$ cat src/rtl/rs_issue_scheduler_pkg.sv
// ============================================================================
// Packages: res_st_pkg, qu_common
// Purpose : Shared types for the reservation-station issue path.
//           res_st_pkg holds the reservation-station cell layout used by the
//           RS itself. qu_common holds the scheduler's default depth,
//           index type and issue FSM state encoding.
// Revision: 1.0 - initial release
// ============================================================================
`default_nettype none

package res_st_pkg;

  // One reservation-station entry. qj/qk are producer tags; zero means the
  // operand value in vj/vk is already available.
  typedef struct packed {
    logic        busy;
    logic [3:0]  op;
    logic [2:0]  dest;
    logic [31:0] vj;
    logic [31:0] vk;
    logic [2:0]  qj;
    logic [2:0]  qk;
  } res_st_cell_t;

endpackage : res_st_pkg

package qu_common;

  localparam int QU_RS_DEPTH = 8;
  localparam int QU_IDX_W    = $clog2(QU_RS_DEPTH);

  typedef logic [QU_IDX_W-1:0] rs_idx_t;

  typedef enum logic [1:0] {
    IDLE  = 2'd0,
    ISSUE = 2'd1,
    STALL = 2'd2
  } issue_state_t;

endpackage : qu_common

`default_nettype wire

$ cat src/rtl/rs_issue_scheduler_if.sv
// ============================================================================
// Interface: rs_issue_scheduler_if
// Purpose  : Bundles the RS contents, execute handshake and the two issue
//            slots between the reservation station / execute stage and the
//            issue scheduler. Signal names are from the scheduler's view.
// Modports : slave  - the scheduler (consumes RS state, drives issue slots)
//            master - the RS / execute side
// Signals  : i_rs_in[RS_DEPTH]  RS contents
//            i_ex_ready         execute accepts the presented ops
//            i_flush            squash presented ops
//            o_grant_out        entries issued this cycle (pulse)
//            o_op1_out/o_op2_out, o_op1_valid/o_op2_valid, o_op1_idx/o_op2_idx
// Revision : 1.0 - initial release
// ============================================================================
`default_nettype none

interface rs_issue_scheduler_if
  import res_st_pkg::*;
#(
  parameter int RS_DEPTH = 8
);
  localparam int IDX_W = $clog2(RS_DEPTH);

  res_st_cell_t        i_rs_in [RS_DEPTH];
  logic                i_ex_ready;
  logic                i_flush;
  logic [RS_DEPTH-1:0] o_grant_out;
  res_st_cell_t        o_op1_out;
  res_st_cell_t        o_op2_out;
  logic                o_op1_valid;
  logic                o_op2_valid;
  logic [IDX_W-1:0]    o_op1_idx;
  logic [IDX_W-1:0]    o_op2_idx;

  modport slave (
    input  i_rs_in, i_ex_ready, i_flush,
    output o_grant_out, o_op1_out, o_op2_out,
           o_op1_valid, o_op2_valid, o_op1_idx, o_op2_idx
  );

  modport master (
    output i_rs_in, i_ex_ready, i_flush,
    input  o_grant_out, o_op1_out, o_op2_out,
           o_op1_valid, o_op2_valid, o_op1_idx, o_op2_idx
  );

endinterface : rs_issue_scheduler_if

`default_nettype wire

$ cat src/rtl/rs_issue_scheduler_rr_picker.sv
// ============================================================================
// Module  : rr_picker
// Purpose : Combinational round-robin finder: first set bit of i_mask at or
//           after i_ptr, wrapping modulo RS_DEPTH.
// Ports   : i_mask  [RS_DEPTH]  candidate bits
//           i_ptr   [IDX_W]     scan start position
//           o_found             any bit set
//           o_idx   [IDX_W]     index of the first set bit (0 if none)
// Revision: 1.0 - initial release
// ============================================================================
`default_nettype none

module rr_picker #(
  parameter int RS_DEPTH = 8
) (
  input  wire logic [RS_DEPTH-1:0]         i_mask,
  input  wire logic [$clog2(RS_DEPTH)-1:0] i_ptr,
  output logic                             o_found,
  output logic [$clog2(RS_DEPTH)-1:0]      o_idx
);

  localparam int IDX_W = $clog2(RS_DEPTH);

  logic [IDX_W-1:0] w_pos;

  // RS_DEPTH is a power of two, so plain IDX_W-bit addition wraps for free.
  always_comb begin
    o_found = 1'b0;
    o_idx   = '0;
    w_pos   = '0;
    for (int k = 0; k < RS_DEPTH; k++) begin
      w_pos = i_ptr + IDX_W'(k);
      if (!o_found && i_mask[w_pos]) begin
        o_found = 1'b1;
        o_idx   = w_pos;
      end
    end
  end

endmodule : rr_picker

`default_nettype wire

$ cat src/rtl/rs_issue_scheduler.sv
// ============================================================================
// Module  : rs_issue_scheduler
// Purpose : Picks up to two ready RS entries per cycle with round-robin
//           priority and presents them, registered, to the execute stage's
//           two operand slots. Holds on execute backpressure, drops the
//           presented ops on flush, and pulses a grant vector back to the RS.
// Ports   : clk    clock
//           rst_n  asynchronous active-low reset
//           bus    rs_issue_scheduler_if.slave (RS contents, ex_ready, flush,
//                  grant_out, op1/op2 out/valid/idx)
// Config  : QU_DUAL_ISSUE_EN - when defined, slot 2 is populated; when
//           undefined only slot 1 issues and slot 2 stays empty.
// Revision: 1.0 - initial release
// ============================================================================
`default_nettype none

module rs_issue_scheduler
  import res_st_pkg::*;
  import qu_common::*;
#(
  parameter int RS_DEPTH = QU_RS_DEPTH
) (
  input  wire logic             clk,
  input  wire logic             rst_n,
  rs_issue_scheduler_if.slave   bus
);

  localparam int IDX_W = $clog2(RS_DEPTH);

  issue_state_t        r_state;
  logic [IDX_W-1:0]    r_ptr;
  logic [RS_DEPTH-1:0] r_grant;
  res_st_cell_t        r_op1;
  res_st_cell_t        r_op2;
  logic                r_v1;
  logic                r_v2;
  logic [IDX_W-1:0]    r_idx1;
  logic [IDX_W-1:0]    r_idx2;

  logic [RS_DEPTH-1:0] w_ready;
  logic                w_f1;
  logic [IDX_W-1:0]    w_i1;
  logic                w_f2;
  logic [IDX_W-1:0]    w_i2;
  logic [RS_DEPTH-1:0] w_grant_sel;
  logic [IDX_W-1:0]    w_last;
  logic                w_upd;

  // An entry granted last edge is still busy in the RS this cycle (its busy
  // bit clears on the coming edge), so it must not be picked again.
  for (genvar gi = 0; gi < RS_DEPTH; gi++) begin : g_ready
    assign w_ready[gi] = bus.i_rs_in[gi].busy
                      && (bus.i_rs_in[gi].qj == '0)
                      && (bus.i_rs_in[gi].qk == '0)
                      && !r_grant[gi];
  end

  rr_picker #(.RS_DEPTH(RS_DEPTH)) u_pick1 (
    .i_mask  (w_ready),
    .i_ptr   (r_ptr),
    .o_found (w_f1),
    .o_idx   (w_i1)
  );

`ifdef QU_DUAL_ISSUE_EN
  logic [RS_DEPTH-1:0] w_mask2;
  logic [IDX_W-1:0]    w_ptr2;

  // Slot 2 scans from just past slot 1 with slot 1 removed, so it can never
  // alias slot 1 and naturally wraps around the RS.
  always_comb begin
    w_mask2       = w_ready;
    w_mask2[w_i1] = 1'b0;
  end
  assign w_ptr2 = w_i1 + IDX_W'(1);

  rr_picker #(.RS_DEPTH(RS_DEPTH)) u_pick2 (
    .i_mask  (w_mask2),
    .i_ptr   (w_ptr2),
    .o_found (w_f2),
    .o_idx   (w_i2)
  );
`else
  assign w_f2 = 1'b0;
  assign w_i2 = '0;
`endif

  always_comb begin
    w_grant_sel = '0;
    if (w_f1) w_grant_sel[w_i1] = 1'b1;
    if (w_f2) w_grant_sel[w_i2] = 1'b1;
  end

  assign w_last = w_f2 ? w_i2 : w_i1;

  // New selection loads whenever nothing is presented or execute is
  // consuming what is presented.
  assign w_upd = (r_state == IDLE) || bus.i_ex_ready;

  always_ff @(posedge clk or negedge rst_n) begin
    if (!rst_n) begin
      r_state <= IDLE;
      r_ptr   <= '0;
      r_grant <= '0;
      r_op1   <= '0;
      r_op2   <= '0;
      r_v1    <= 1'b0;
      r_v2    <= 1'b0;
      r_idx1  <= '0;
      r_idx2  <= '0;
    end else if (bus.i_flush) begin
      r_state <= IDLE;
      r_grant <= '0;
      r_op1   <= '0;
      r_op2   <= '0;
      r_v1    <= 1'b0;
      r_v2    <= 1'b0;
      r_idx1  <= '0;
      r_idx2  <= '0;
    end else if (w_upd) begin
      r_grant <= w_grant_sel;
      r_v1    <= w_f1;
      r_v2    <= w_f2;
      r_op1   <= w_f1 ? bus.i_rs_in[w_i1] : '0;
      r_op2   <= w_f2 ? bus.i_rs_in[w_i2] : '0;
      r_idx1  <= w_f1 ? w_i1 : '0;
      r_idx2  <= w_f2 ? w_i2 : '0;
      if (w_f1) begin
        r_ptr <= w_last + IDX_W'(1);
      end
      r_state <= w_f1 ? ISSUE : IDLE;
    end else begin
      // Presenting ops while execute is busy: hold everything, no grants.
      r_grant <= '0;
      r_state <= STALL;
    end
  end

  assign bus.o_grant_out = r_grant;
  assign bus.o_op1_out   = r_op1;
  assign bus.o_op2_out   = r_op2;
  assign bus.o_op1_valid = r_v1;
  assign bus.o_op2_valid = r_v2;
  assign bus.o_op1_idx   = r_idx1;
  assign bus.o_op2_idx   = r_idx2;

endmodule : rs_issue_scheduler

`default_nettype wire
$ cat src/flat_wrapper.sv
// flat-port wrapper written by rule: the top's interface ports become plain ports
module rs_issue_scheduler_flat import res_st_pkg::*; import qu_common::*;
#(
  parameter int RS_DEPTH = QU_RS_DEPTH
)
  (clk, rst_n, bus_i_rs_in, bus_i_ex_ready, bus_i_flush, bus_o_grant_out, bus_o_op1_out, bus_o_op2_out, bus_o_op1_valid, bus_o_op2_valid, bus_o_op1_idx, bus_o_op2_idx);
  rs_issue_scheduler_if #(.RS_DEPTH(RS_DEPTH)) bus_i ();
  input  wire logic clk;
  input  wire logic rst_n;
  input wire logic [$bits(bus_i.i_rs_in)-1:0] bus_i_rs_in;
  input wire logic [$bits(bus_i.i_ex_ready)-1:0] bus_i_ex_ready;
  input wire logic [$bits(bus_i.i_flush)-1:0] bus_i_flush;
  output wire logic [$bits(bus_i.o_grant_out)-1:0] bus_o_grant_out;
  output wire logic [$bits(bus_i.o_op1_out)-1:0] bus_o_op1_out;
  output wire logic [$bits(bus_i.o_op2_out)-1:0] bus_o_op2_out;
  output wire logic [$bits(bus_i.o_op1_valid)-1:0] bus_o_op1_valid;
  output wire logic [$bits(bus_i.o_op2_valid)-1:0] bus_o_op2_valid;
  output wire logic [$bits(bus_i.o_op1_idx)-1:0] bus_o_op1_idx;
  output wire logic [$bits(bus_i.o_op2_idx)-1:0] bus_o_op2_idx;
  assign bus_i.i_rs_in = {>>{bus_i_rs_in}};
  assign bus_i.i_ex_ready = bus_i_ex_ready;
  assign bus_i.i_flush = bus_i_flush;
  assign bus_o_grant_out = bus_i.o_grant_out;
  assign bus_o_op1_out = bus_i.o_op1_out;
  assign bus_o_op2_out = bus_i.o_op2_out;
  assign bus_o_op1_valid = bus_i.o_op1_valid;
  assign bus_o_op2_valid = bus_i.o_op2_valid;
  assign bus_o_op1_idx = bus_i.o_op1_idx;
  assign bus_o_op2_idx = bus_i.o_op2_idx;
  rs_issue_scheduler #(.RS_DEPTH(RS_DEPTH)) u_core (.clk(clk), .rst_n(rst_n), .bus(bus_i));
endmodule
$ cat config.mk
export PLATFORM = sky130hd
export DESIGN_NAME = rs_issue_scheduler_flat
export DESIGN_NICKNAME = d
export VERILOG_FILES = /design/src/rtl/rs_issue_scheduler_pkg.sv /design/src/rtl/rs_issue_scheduler_if.sv /design/src/rtl/rs_issue_scheduler_rr_picker.sv /design/src/rtl/rs_issue_scheduler.sv /design/src/flat_wrapper.sv
export SDC_FILE = /design/constraint.sdc
export NUM_CORES = 1
export LEC_CHECK = 0
export BUFFER_PORTS_ARGS = -buffer_cell sky130_fd_sc_hd__buf_4
export CORE_AREA = 2 2 307 309
export DETAILED_ROUTE_END_ITERATION = 10
export DIE_AREA = 0 0 309 311
export HOLD_SLACK_MARGIN = 0.05
export PLACE_DENSITY_LB_ADDON = 0.15
export SYNTH_ARGS = -nofsm -noshare
export SYNTH_HDL_FRONTEND = slang
export SYNTH_SLANG_ARGS = --single-unit
$ cat constraint.sdc
create_clock -name clk -period 5.8 [get_ports clk]
set_clock_uncertainty 0.15 [all_clocks]
set_input_delay 1.16 -clock clk [delete_from_list [all_inputs] [get_ports clk]]
set_output_delay 1.16 -clock clk [all_outputs]
set_load 0.05 [all_outputs]
* Word-level counts from Yosys, hierarchy flattened
Index checks and enable logic that the tools add are counted.
** Storage, ports and cells
- Memories kept :: 0
- Bits in read-only memories :: 0
- Word-level logic and storage cells :: 166
- Latch bits :: 0
- Output and inout bits :: 172
- Input bits :: 628
- Bits in writable memories :: 0
- Bits in registers :: 177
** Operators by class
- Shift-type cells :: 0
- $lt $le $gt $ge :: 11
- Eq/ne operators :: 0
- Multiply operators :: 0
- Reduce and logical (&&, ||, !) cells :: 67
- Bitwise operators :: 2
- Muxes and demuxes :: 57
- $add $sub $neg :: 8
- Divide/modulo/power cells :: 0
** Operator list (number)
- $mux 78 :: 7
- $bmux 78 s3 :: 1
- $logic_not 3->1 :: 16
- $mux 3 :: 13
- $lt 3x4->1 const B :: 9
- $logic_and 1x1->1 :: 32
- $bmux 1 s3 :: 8
- $mux 8 :: 3
- $mux 1 :: 22
- $logic_not 1->1 :: 15
- $add 3x3->3 const B :: 4
- $add 3x1->3 const B :: 2
- $add 3x2->3 const B :: 2
- $ge 4x4->1 const B :: 1
- $mux 2 :: 2
- $not 3->4 :: 1
- $demux 1 s3 :: 1
- $ge 3x1->1 const B :: 1
- $reduce_and 3->1 :: 1
- $logic_not 2->1 :: 1
- $reduce_bool 2->1 :: 1
- $logic_or 1x1->1 :: 1
- $not 1->1 :: 1

* Longest topological paths before layout
Gate-level depths: netlist (run 1).
- Depth after elaboration :: 35
- Mapped depth :: 15
- Gate-level depth less buffers :: 10

* Modules after synthesis
A second synthesis (run 1) with hierarchy kept.
** Unflattened totals
- Cell total of the unflattened synthesis :: 1152
- Area total of the unflattened synthesis :: 10161.0 µm²
** By module, submodules not included
- rs_issue_scheduler :: times used 1, sequential area each 2377.3 µm², area each 9080.0 µm², cells an instance 1031
- rr_picker :: times used 1, sequential area each 0.0 µm², area each 1081.0 µm², cells an instance 121

* Worst setup path before layout (run 1)
OpenSTA, ideal clock, no wires.
- Path type :: input to register
- From :: in bus_i_rs_in[234]
- To :: reg u_core.r_op1 (netlist bit u_core.bus.o_op1_out[19])
- Library setup time :: 0.122 ns
- Path slack :: 1.544 ns
- Buffers on the path :: 3
- Required time :: 5.528 ns
- Stages :: 13
- Arrival time :: 3.984 ns
- Path through :: nor4_2 > nand3_1 > and2_1 > mux4_2 > mux2_2 > o32a_1 > o21a_1 > buf_6 > nor3_4 > buf_6 > buf_6 > a31oi_1 > a32o_1
** On the way
- Word-level cells in the longest chain between the ends :: 34
- Elaborated cells between the ends (all ways) :: 56
- Classes of those cells :: 38 x mux; 1 x bitwise; 17 x reduce/logical
** Ends and longest elaborated chain
- start, declared :: RTL line flat_wrapper.sv:10 : input wire logic [$bits(bus_i.i_rs_in)-1:0] bus_i_rs_in;
- $logic_not 3->1 * :: RTL line rs_issue_scheduler.sv:54 : && (bus.i_rs_in[gi].qk == '0)
- $logic_and 1x1->1 * :: RTL line rs_issue_scheduler.sv:54
- $logic_and 1x1->1 * :: RTL line rs_issue_scheduler.sv:55 : && !r_grant[gi];
- $bmux 1 s3 :: RTL line rs_issue_scheduler_rr_picker.sv:33 : if (!o_found && i_mask[w_pos]) begin
- $mux 1 (implied by the code) :: RTL line rs_issue_scheduler_rr_picker.sv:33
- $mux 1 :: RTL line rs_issue_scheduler_rr_picker.sv:33
- $logic_not 1->1 :: RTL line rs_issue_scheduler_rr_picker.sv:33
- $logic_and 1x1->1 :: RTL line rs_issue_scheduler_rr_picker.sv:33
- [... 17 more ...]
- $logic_and 1x1->1 :: RTL line rs_issue_scheduler_rr_picker.sv:33
- $mux 3 :: RTL line rs_issue_scheduler_rr_picker.sv:33
- $not 3->4 (implied by the code) :: RTL line rs_issue_scheduler.sv:124 : r_op1 <= w_f1 ? bus.i_rs_in[w_i1] : '0;
- $bmux 78 s3 :: RTL line rs_issue_scheduler.sv:124
- $mux 78 (implied by the code) (2 in series) :: RTL line rs_issue_scheduler.sv:124
- $mux 78 * :: RTL line rs_issue_scheduler.sv:124
- $mux 78 * :: RTL line rs_issue_scheduler.sv:120 : end else if (w_upd) begin
- $mux 78 * :: RTL line rs_issue_scheduler.sv:111 : end else if (bus.i_flush) begin
- end signal, assigned :: RTL line rs_issue_scheduler.sv:124
- end, declared :: RTL line rs_issue_scheduler.sv:33 : res_st_cell_t r_op1;
Every way passes the cells marked *; elsewhere a longest branch is shown, timed or not. The select of a mux whose other input is x is not followed.
A chain may end at the register's enable or synchronous reset.

* Final worst setup path (run 1)
- From :: in bus_i_rs_in[471]
- To :: reg u_core.r_op1 (netlist bit u_core.bus.o_op1_out[71])
** On the way
- Word-level cells in the longest chain between the ends :: 35
- Elaborated cells between the ends (all ways) :: 57
- Classes of those cells :: 38 x mux; 1 x bitwise; 18 x reduce/logical
** Ends and longest elaborated chain
- $logic_not 3->1 * :: RTL line rs_issue_scheduler.sv:53 : && (bus.i_rs_in[gi].qj == '0)
- $logic_and 1x1->1 * :: RTL line rs_issue_scheduler.sv:53
- $logic_and 1x1->1 * :: RTL line rs_issue_scheduler.sv:54
- $logic_and 1x1->1 * :: RTL line rs_issue_scheduler.sv:55
- $bmux 1 s3 :: RTL line rs_issue_scheduler_rr_picker.sv:33
- $mux 1 (implied by the code) :: RTL line rs_issue_scheduler_rr_picker.sv:33
- $mux 1 :: RTL line rs_issue_scheduler_rr_picker.sv:33
- $logic_not 1->1 :: RTL line rs_issue_scheduler_rr_picker.sv:33
- [... 18 more ...]
- $logic_and 1x1->1 :: RTL line rs_issue_scheduler_rr_picker.sv:33
- $mux 3 :: RTL line rs_issue_scheduler_rr_picker.sv:33
- $not 3->4 (implied by the code) :: RTL line rs_issue_scheduler.sv:124
- $bmux 78 s3 :: RTL line rs_issue_scheduler.sv:124
- $mux 78 (implied by the code) (2 in series) :: RTL line rs_issue_scheduler.sv:124
- $mux 78 * :: RTL line rs_issue_scheduler.sv:124
- $mux 78 * :: RTL line rs_issue_scheduler.sv:120
- $mux 78 * :: RTL line rs_issue_scheduler.sv:111
Marks and branches as above.

==> results of run 1 <==
[path summary, 6_finish.rpt]
check	from	slack, ps	to	depth (start not counted)
worst min-delay path	u_core.bus.o_op1_out[77]	330	u_core.bus.o_op1_out[77]	2
min in group asynchronous	rst_n	690	u_core.bus.o_grant_out[2]	1
worst min register to register	u_core.bus.o_op1_out[77]	330	u_core.bus.o_op1_out[77]	2
worst max-delay path	bus_i_rs_in[471]	840	u_core.bus.o_op1_out[71]	12
max in group asynchronous	rst_n	3600	u_core.r_ptr[0]	2
worst max register to register	u_core.r_ptr[0]	920	u_core.bus.o_op1_out[75]	11
[kinds of logic after synthesis]
kind of cell | share of synthesized area (%)
AOI/OAI and AO/OA | 36.2
xor gates and xnor gates | 0.329
buffers and inverters | 14.5
DFF | 22.3
other | 0.0352
muxes | 6.35
adders and majority gates | 0.235
and+or+nand+nor | 20.0
[worst register-to-register path, stage by stage (launching register included)]
cell and delay [ps]:
dfrtp_4 560, inv_1 200, ha_1 710, mux4_2 660, nor3_1 540, and3_2 420
o22a_4 210, buf_12 170, buf_4 410, nand2_1 130, a31oi_1 430, a32o_1 230
[area by class of cell]
type,count,area (um2)
fill,10600,75100
multi-input combinational,1047,7140
timing repair buffer,770,5970
sequential,95,2380
tap,1254,1570
inverter,69,259
clock buffer,10,229
clock inverter,6,50.0
antenna,16,40.0
[state kept, by name (all words and copies together), names as in the netlist]
signal,cells
u_core.r_ptr,3
u_core.bus.o_op1_valid,1
u_core.bus.o_grant_out,8
u_core.bus.o_op1_idx,3
u_core.r_state,2
u_core.bus.o_op1_out,78
[cell usage in the layout (no fill, tap or decap), types with 9 or more instances in the layout]
cell / count
o21ai_0: 12
mux2i_1: 44
a31oi_1: 41
buf_4: 755
a21oi_1: 39
mux4_2: 10
a21boi_0: 32
a32o_1: 39
a221oi_1: 33
buf_12: 15
inv_1: 67
diode_2: 16
o41ai_1: 9
nand3_1: 54
clkbuf_16: 9
nand2_1: 293
and2_1: 44
dfrtp_1: 94
a211oi_1: 34
o2111ai_1: 33
nor2_1: 11
o41ai_2: 23
a32oi_1: 39
conb_1: 82
o221ai_1: 96
[per-stage QoR]
step	power, uW	hold slack, ps
3_5_place_dp	5880	316
5_1_grt	6930	356
6_report	6490	330
3_3_place_gp	5890	317
4_1_cts	6600	339
2_1_floorplan	3850	483
[routing by layer]
| metal | track usage [%] | vias up |
|---|---|---|
| met5 | 0 | - |
| met4 | 4.79 | 6 |
| met3 | 3.21 | 61 |
| met2 | 27.5 | 602 |
| met1 | 19.5 | 6811 |
| li1 | - | 6309 |
[cells in the mapped netlist (9+ instances only)]
| cell | count |
|---|---|
| o221ai_1 | 96 |
| a211oi_1 | 34 |
| o21ai_0 | 12 |
| and2_1 | 45 |
| o2111ai_1 | 33 |
| o41ai_2 | 23 |
| nand3_1 | 54 |
| clkbuf_1 | 95 |
| buf_2 | 45 |
| a31oi_1 | 41 |
| nand2_1 | 294 |
| dfrtp_1 | 95 |
| a21oi_1 | 40 |
| mux2i_1 | 44 |
| mux4_2 | 10 |
| a32o_1 | 40 |
| nor2_1 | 11 |
| o41ai_1 | 9 |
| buf_4 | 87 |
| a21boi_0 | 32 |
| a32oi_1 | 39 |
| a221oi_1 | 33 |
| inv_1 | 67 |
[power by group through the flow]
stage          Sequential (uW)  Clock [uW]  Combinational [uW]
2_1_floorplan              923           0                2930
3_3_place_gp               812           0                5080
3_5_place_dp               810           0                5070
4_1_cts                    798         719                5080
5_1_grt                    807         731                5390
6_report                   796         668                5030
==> flow_summary.yaml, run 1 <==
status:
  status: "finished, final reports clean"
yosys:
  synthTopCellsByArea: "dfrtp_1 (22%), nand2_1 (10%), o221ai_1 (7.9%)"
  synth_top_flop_cell: "dfrtp_1"
  synth_seq_cells: 95
  ys_seq_area_share_pct: 22.3
  synthDistinctLibCells: 66
  synth_area_per_cell_um2: 7.80
  synth_edf_count: 0
  netlist.area_leader.share_pct: 22.3
  synthCells: 1366
  netlist_area_mm2: 0.0107
  synthArstFlopShare_pct: 100
  ys_warn_count: 0
  synth_area_leader_cell: "dfrtp_1"
power:
  p_int_uw: 2710
  p_seq_share_pct: 12.3
  p_per_area_mw_per_mm2: 368
  p_comb_share_pct: 77.4
  clock_power_share_pct: 10.3
  ir_worst_vdd_mv: 0.207
  leakage_uw: 0.00796
  switching_share_pct: 58.3
  p_sw_uw: 3780
clocking:
  cts_hold_buf: 0
  cts.sinks: 95
  root_buffer: "clkbuf_16"
  h-tree-depth: 3
  cts_setup_buffers: 0
  cts_buffers: 9
  postCtsResizedCells: 0
  max-clock-path-buffers: 2
  cts_tree: "done"
  path_clk_slew_ps: 80
  clock_latency_ps: 390
layout:
  fin_util_pct: 19.0
  instances_no_fill: 3267
  area_growth_syn_to_layout_pct: 65.5
  postLayoutCellArea_mm2: 0.0176
  fin_nets: 2622
  drive_above_1_share_pct: 43.0
critical_path:
  critPathLaunchType: "input pin"
  critical_path.most_common_cell: "and2_1"
  critPathBufInv: 2
  crit_type: "in2reg"
  cp.arrival_ps: 5090
  slowest_stage: "mux4_2"
  cp-end-kind: "register"
  slowest_delay_ps: 550
  cp_max_fo: 15
  required_ps: 5930
  path_cells: "buf_4 -> nor4b_2 -> nand3_1 -> and2_1 -> mux4_2 -> and2_1 -> and2_1 -> a211o_4 -> o21ai_4 -> buf_4 -> a211oi_1 -> o41ai_1"
  cp_top_family: "simple AND/OR/NAND/NOR gates"
routing:
  wl_per_cell_um: 24.4
  dr.pass1.iters: 7
  wl_um: 79600
  met3_length_um: 4940
  detail-route-antenna-nets: 0
  met1_length_um: 32300
  via_per_inst: 4.22
  drt_iter0_drc: 1012
  via_count: 13800
  drc: 0
  topRoutingLayerUsed: "met5"
  dr_wl_met2_um: 40700
grt:
  overflow: 0
  grt_first_pass_wirelength_um: 109000
  grt_pass1_vias: 14300
  grt.total_usage_pct: 15.8
  antenna_found_initial: 18
  grt_max_degree: 70
timing:
  worst_slack_ps: 838
  drv_slew: 0
  hold_viol_final: 0
  clock.fmax_mhz: 202
  fin_crit_sh_pct: 85.6
  grt_setup_unrepaired: "no"
  tns_ps: 0
  max_slew_margin_pct: 37.6
  setup_viol: 0
  tightest_slew_ps: 936
  finalCriticalPeriod_ps: 4960
placement:
  io_buffers: 717
  dp_cells: 3235
  hpwl_um: 63200
  preCtsSetupSlack_ps: 443
  placement.cell_area_mm2: 0.0173
  gp_congestion: 0.871
floorplan:
  die_w_um: 309
  initial_core_util_pct: 11.5
  ios: 800
  dieArea_mm2: 0.0961
  row_count: 112
  core_mm2: 0.0928
  die_h_um: 311
job:
  drv_cap: 0
min_path:
  hold_path.class: "reg2reg"
No activity file was read; power rests on OpenSTA's default activity.
==> run 2: changes to the inputs <==
--- a/config.mk
+++ b/config.mk
@@ -6,9 +6,9 @@
 export NUM_CORES = 1
 export LEC_CHECK = 0
 export BUFFER_PORTS_ARGS = -buffer_cell sky130_fd_sc_hd__buf_4
-export CORE_AREA = 2 2 307 309
+export CORE_AREA = 2 2 315 317
 export DETAILED_ROUTE_END_ITERATION = 10
-export DIE_AREA = 0 0 309 311
+export DIE_AREA = 0 0 317 319
 export HOLD_SLACK_MARGIN = 0.05
 export PLACE_DENSITY_LB_ADDON = 0.15
 export SYNTH_ARGS = -nofsm -noshare
==> constraint.sdc (replaced) <==
create_clock -name clk -period 4.5 [get_ports clk]
set_clock_uncertainty 0.15 [all_clocks]
set_input_delay 0.675 -clock clk [delete_from_list [all_inputs] [get_ports clk]]
set_output_delay 0.675 -clock clk [all_outputs]
set_load 0.05 [all_outputs]
==> run 2 against run 1 <==
  * Via count grew 2.9%
  * Sequential cell count is the same
  * Largest power group unchanged
  * Cell area grew 6.6%
  * Global-route usage shrank 0.71 points
  * Critical path depth grew 1
  * Combinational power grew 48%
  * Non-clock buffer count grew 101
  * Final cell count grew 3.8%
==> flow_summary.yaml, run 2 (synthesis gave the netlist of run 1 again) <==
routing:
  via_count: 14200
  wl_per_cell_um: 23.7
  via_per_inst: 4.18
  dr.pass1.iters: 8
  drc: 0
  wl_um: 80200
  drt_iter0_drc: 1100
  detail-route-antenna-nets: 0
layout:
  layout_common_cells: "buf_4 (828), nand2_1 (292), o221ai_1 (96), dfrtp_1 (94), conb_1 (82)"
  fin_nets: 2723
  final_common_cell: "buf_4"
  instances_no_fill: 3390
  regArea_mm2: 0.00238
  fillers: 11000
  fin_util_pct: 19.3
  area_growth_syn_to_layout_pct: 76.5
  largest_reg_flops: 78
  multi_input_area_mm2: 0.00715
  drive_above_1_share_pct: 45.8
grt:
  grt_pass1_vias: 14700
  grt_first_pass_wirelength_um: 110000
  grt.total_usage_pct: 15.1
  antenna_found_initial: 9
  overflow: 0
  grt_max_degree: 68
clocking:
  cts_setup_buffers: 0
  root_buffer: "clkbuf_16"
  cts_hold_buf: 0
  cts.sinks: 95
  clock_latency_ps: 390
  cts_buffers: 9
  postCtsResizedCells: 0
  max-clock-path-buffers: 2
  h-tree-depth: 3
  path_clk_slew_ps: 90
  cts_tree: "done"
floorplan:
  ios: 800
  die_h_um: 319
  die_w_um: 317
  dieArea_mm2: 0.101
  core_mm2: 0.0977
  row_count: 115
  initial_core_util_pct: 10.9
critical_path:
  cp-end-kind: "register"
  cp_max_fo: 31
  cp.arrival_ps: 4350
  required_ps: 4610
  crit_type: "reg2reg"
  critPathLaunchType: "register"
placement:
  io_buffers: 717
  hpwl_um: 65100
  dp_cells: 3369
  gp_congestion: 0.878
job:
  drv_cap: 0
min_path:
  hold_path.class: "in2async"
power:
  ir_worst_vdd_mv: 0.293
  p_total_uw: 9440
  p_per_area_mw_per_mm2: 502
  leakage_uw: 0.00859
timing:
  grt_setup_unrepaired: "no"
  drv_slew: 0
  setup_viol: 0
  finalCriticalPeriod_ps: 4240
  tightest_slew_ps: 1010
  hold_viol_final: 0
  clock.fmax_mhz: 236
  fin_crit_sh_pct: 94.2
  max_slew_margin_pct: 32.7
  hold_ws_ps: 285
status:
  status: "finished, final reports clean"
==> run 2: changes by cell type in the layout (fill, tap and decap cells not counted), moves of 2 or more <==
cell	change
buf_4	+73
buf_12	+28
diode_2	-10
bufinv_16	+2
inv_6	-2
==> run 2: path summary, 6_finish.rpt <==
check | startpoint | to | slack [ps] | cells after the start
worst max-delay path | u_core.r_ptr[0] | u_core.bus.o_op1_out[60] | 260 | 13
worst min-delay path | rst_n | u_core.bus.o_op1_out[76] | 280 | 1
worst max register to register | u_core.r_ptr[0] | u_core.bus.o_op1_out[60] | 260 | 13
worst min register to register | u_core.bus.o_op1_out[71] | u_core.bus.o_op1_out[71] | 340 | 2
max in group asynchronous | rst_n | u_core.bus.o_op1_out[36] | 2760 | 2
min in group clk | u_core.bus.o_op1_out[71] | u_core.bus.o_op1_out[71] | 340 | 2
==> run 2: power breakdown <==
group | switching, uW | internal, uW
registers | 86.2 | 928
clock network | 467 | 504
logic | 4480 | 2970
total | 5040 | 4400
==> run 2: area by class of cell <==
type	instances	share of cell area (%)
repair buffers	871	37.6
inverters	69	1.38
clock buffers	10	1.27
multi-input cells	1047	38.0
well taps	1287	8.56
clock inverters	5	0.432
diodes	6	0.0798
flip-flops and latches	95	12.7
==> run 2: critical path, stage by stage, from the launching register on <==
cell      delay [ps]
dfrtp_4          570
inv_1            210
ha_1             260
xnor2_1          390
mux4_2           440
mux2_2           290
o32a_1           370
o21ai_4          190
buf_12           190
nand2_2           90
buf_12           170
a221oi_1         470
buf_4            190
o41ai_2           70
==> run 2: stage by stage <==
stage	setup slack, ps	area (um2)	setup TNS (ps)
4_1_cts	240	18800	0
6_report	261	18800	0
3_3_place_gp	-92.6	18500	-239
3_5_place_dp	-21.0	18500	-21.0
2_1_floorplan	489	11000	0
5_1_grt	38.8	18800	0
==> run 2: routing by layer <==
layer / part of all wire, % / global-route usage (%) / up-vias
li1: - / - / 6490
met1: 41 / 18.8 / 6967
met2: 50 / 26.1 / 659
met3: 7.3 / 3.32 / 63
met4: 1.7 / 3.96 / 6
met5: 0.049 / 0 / -
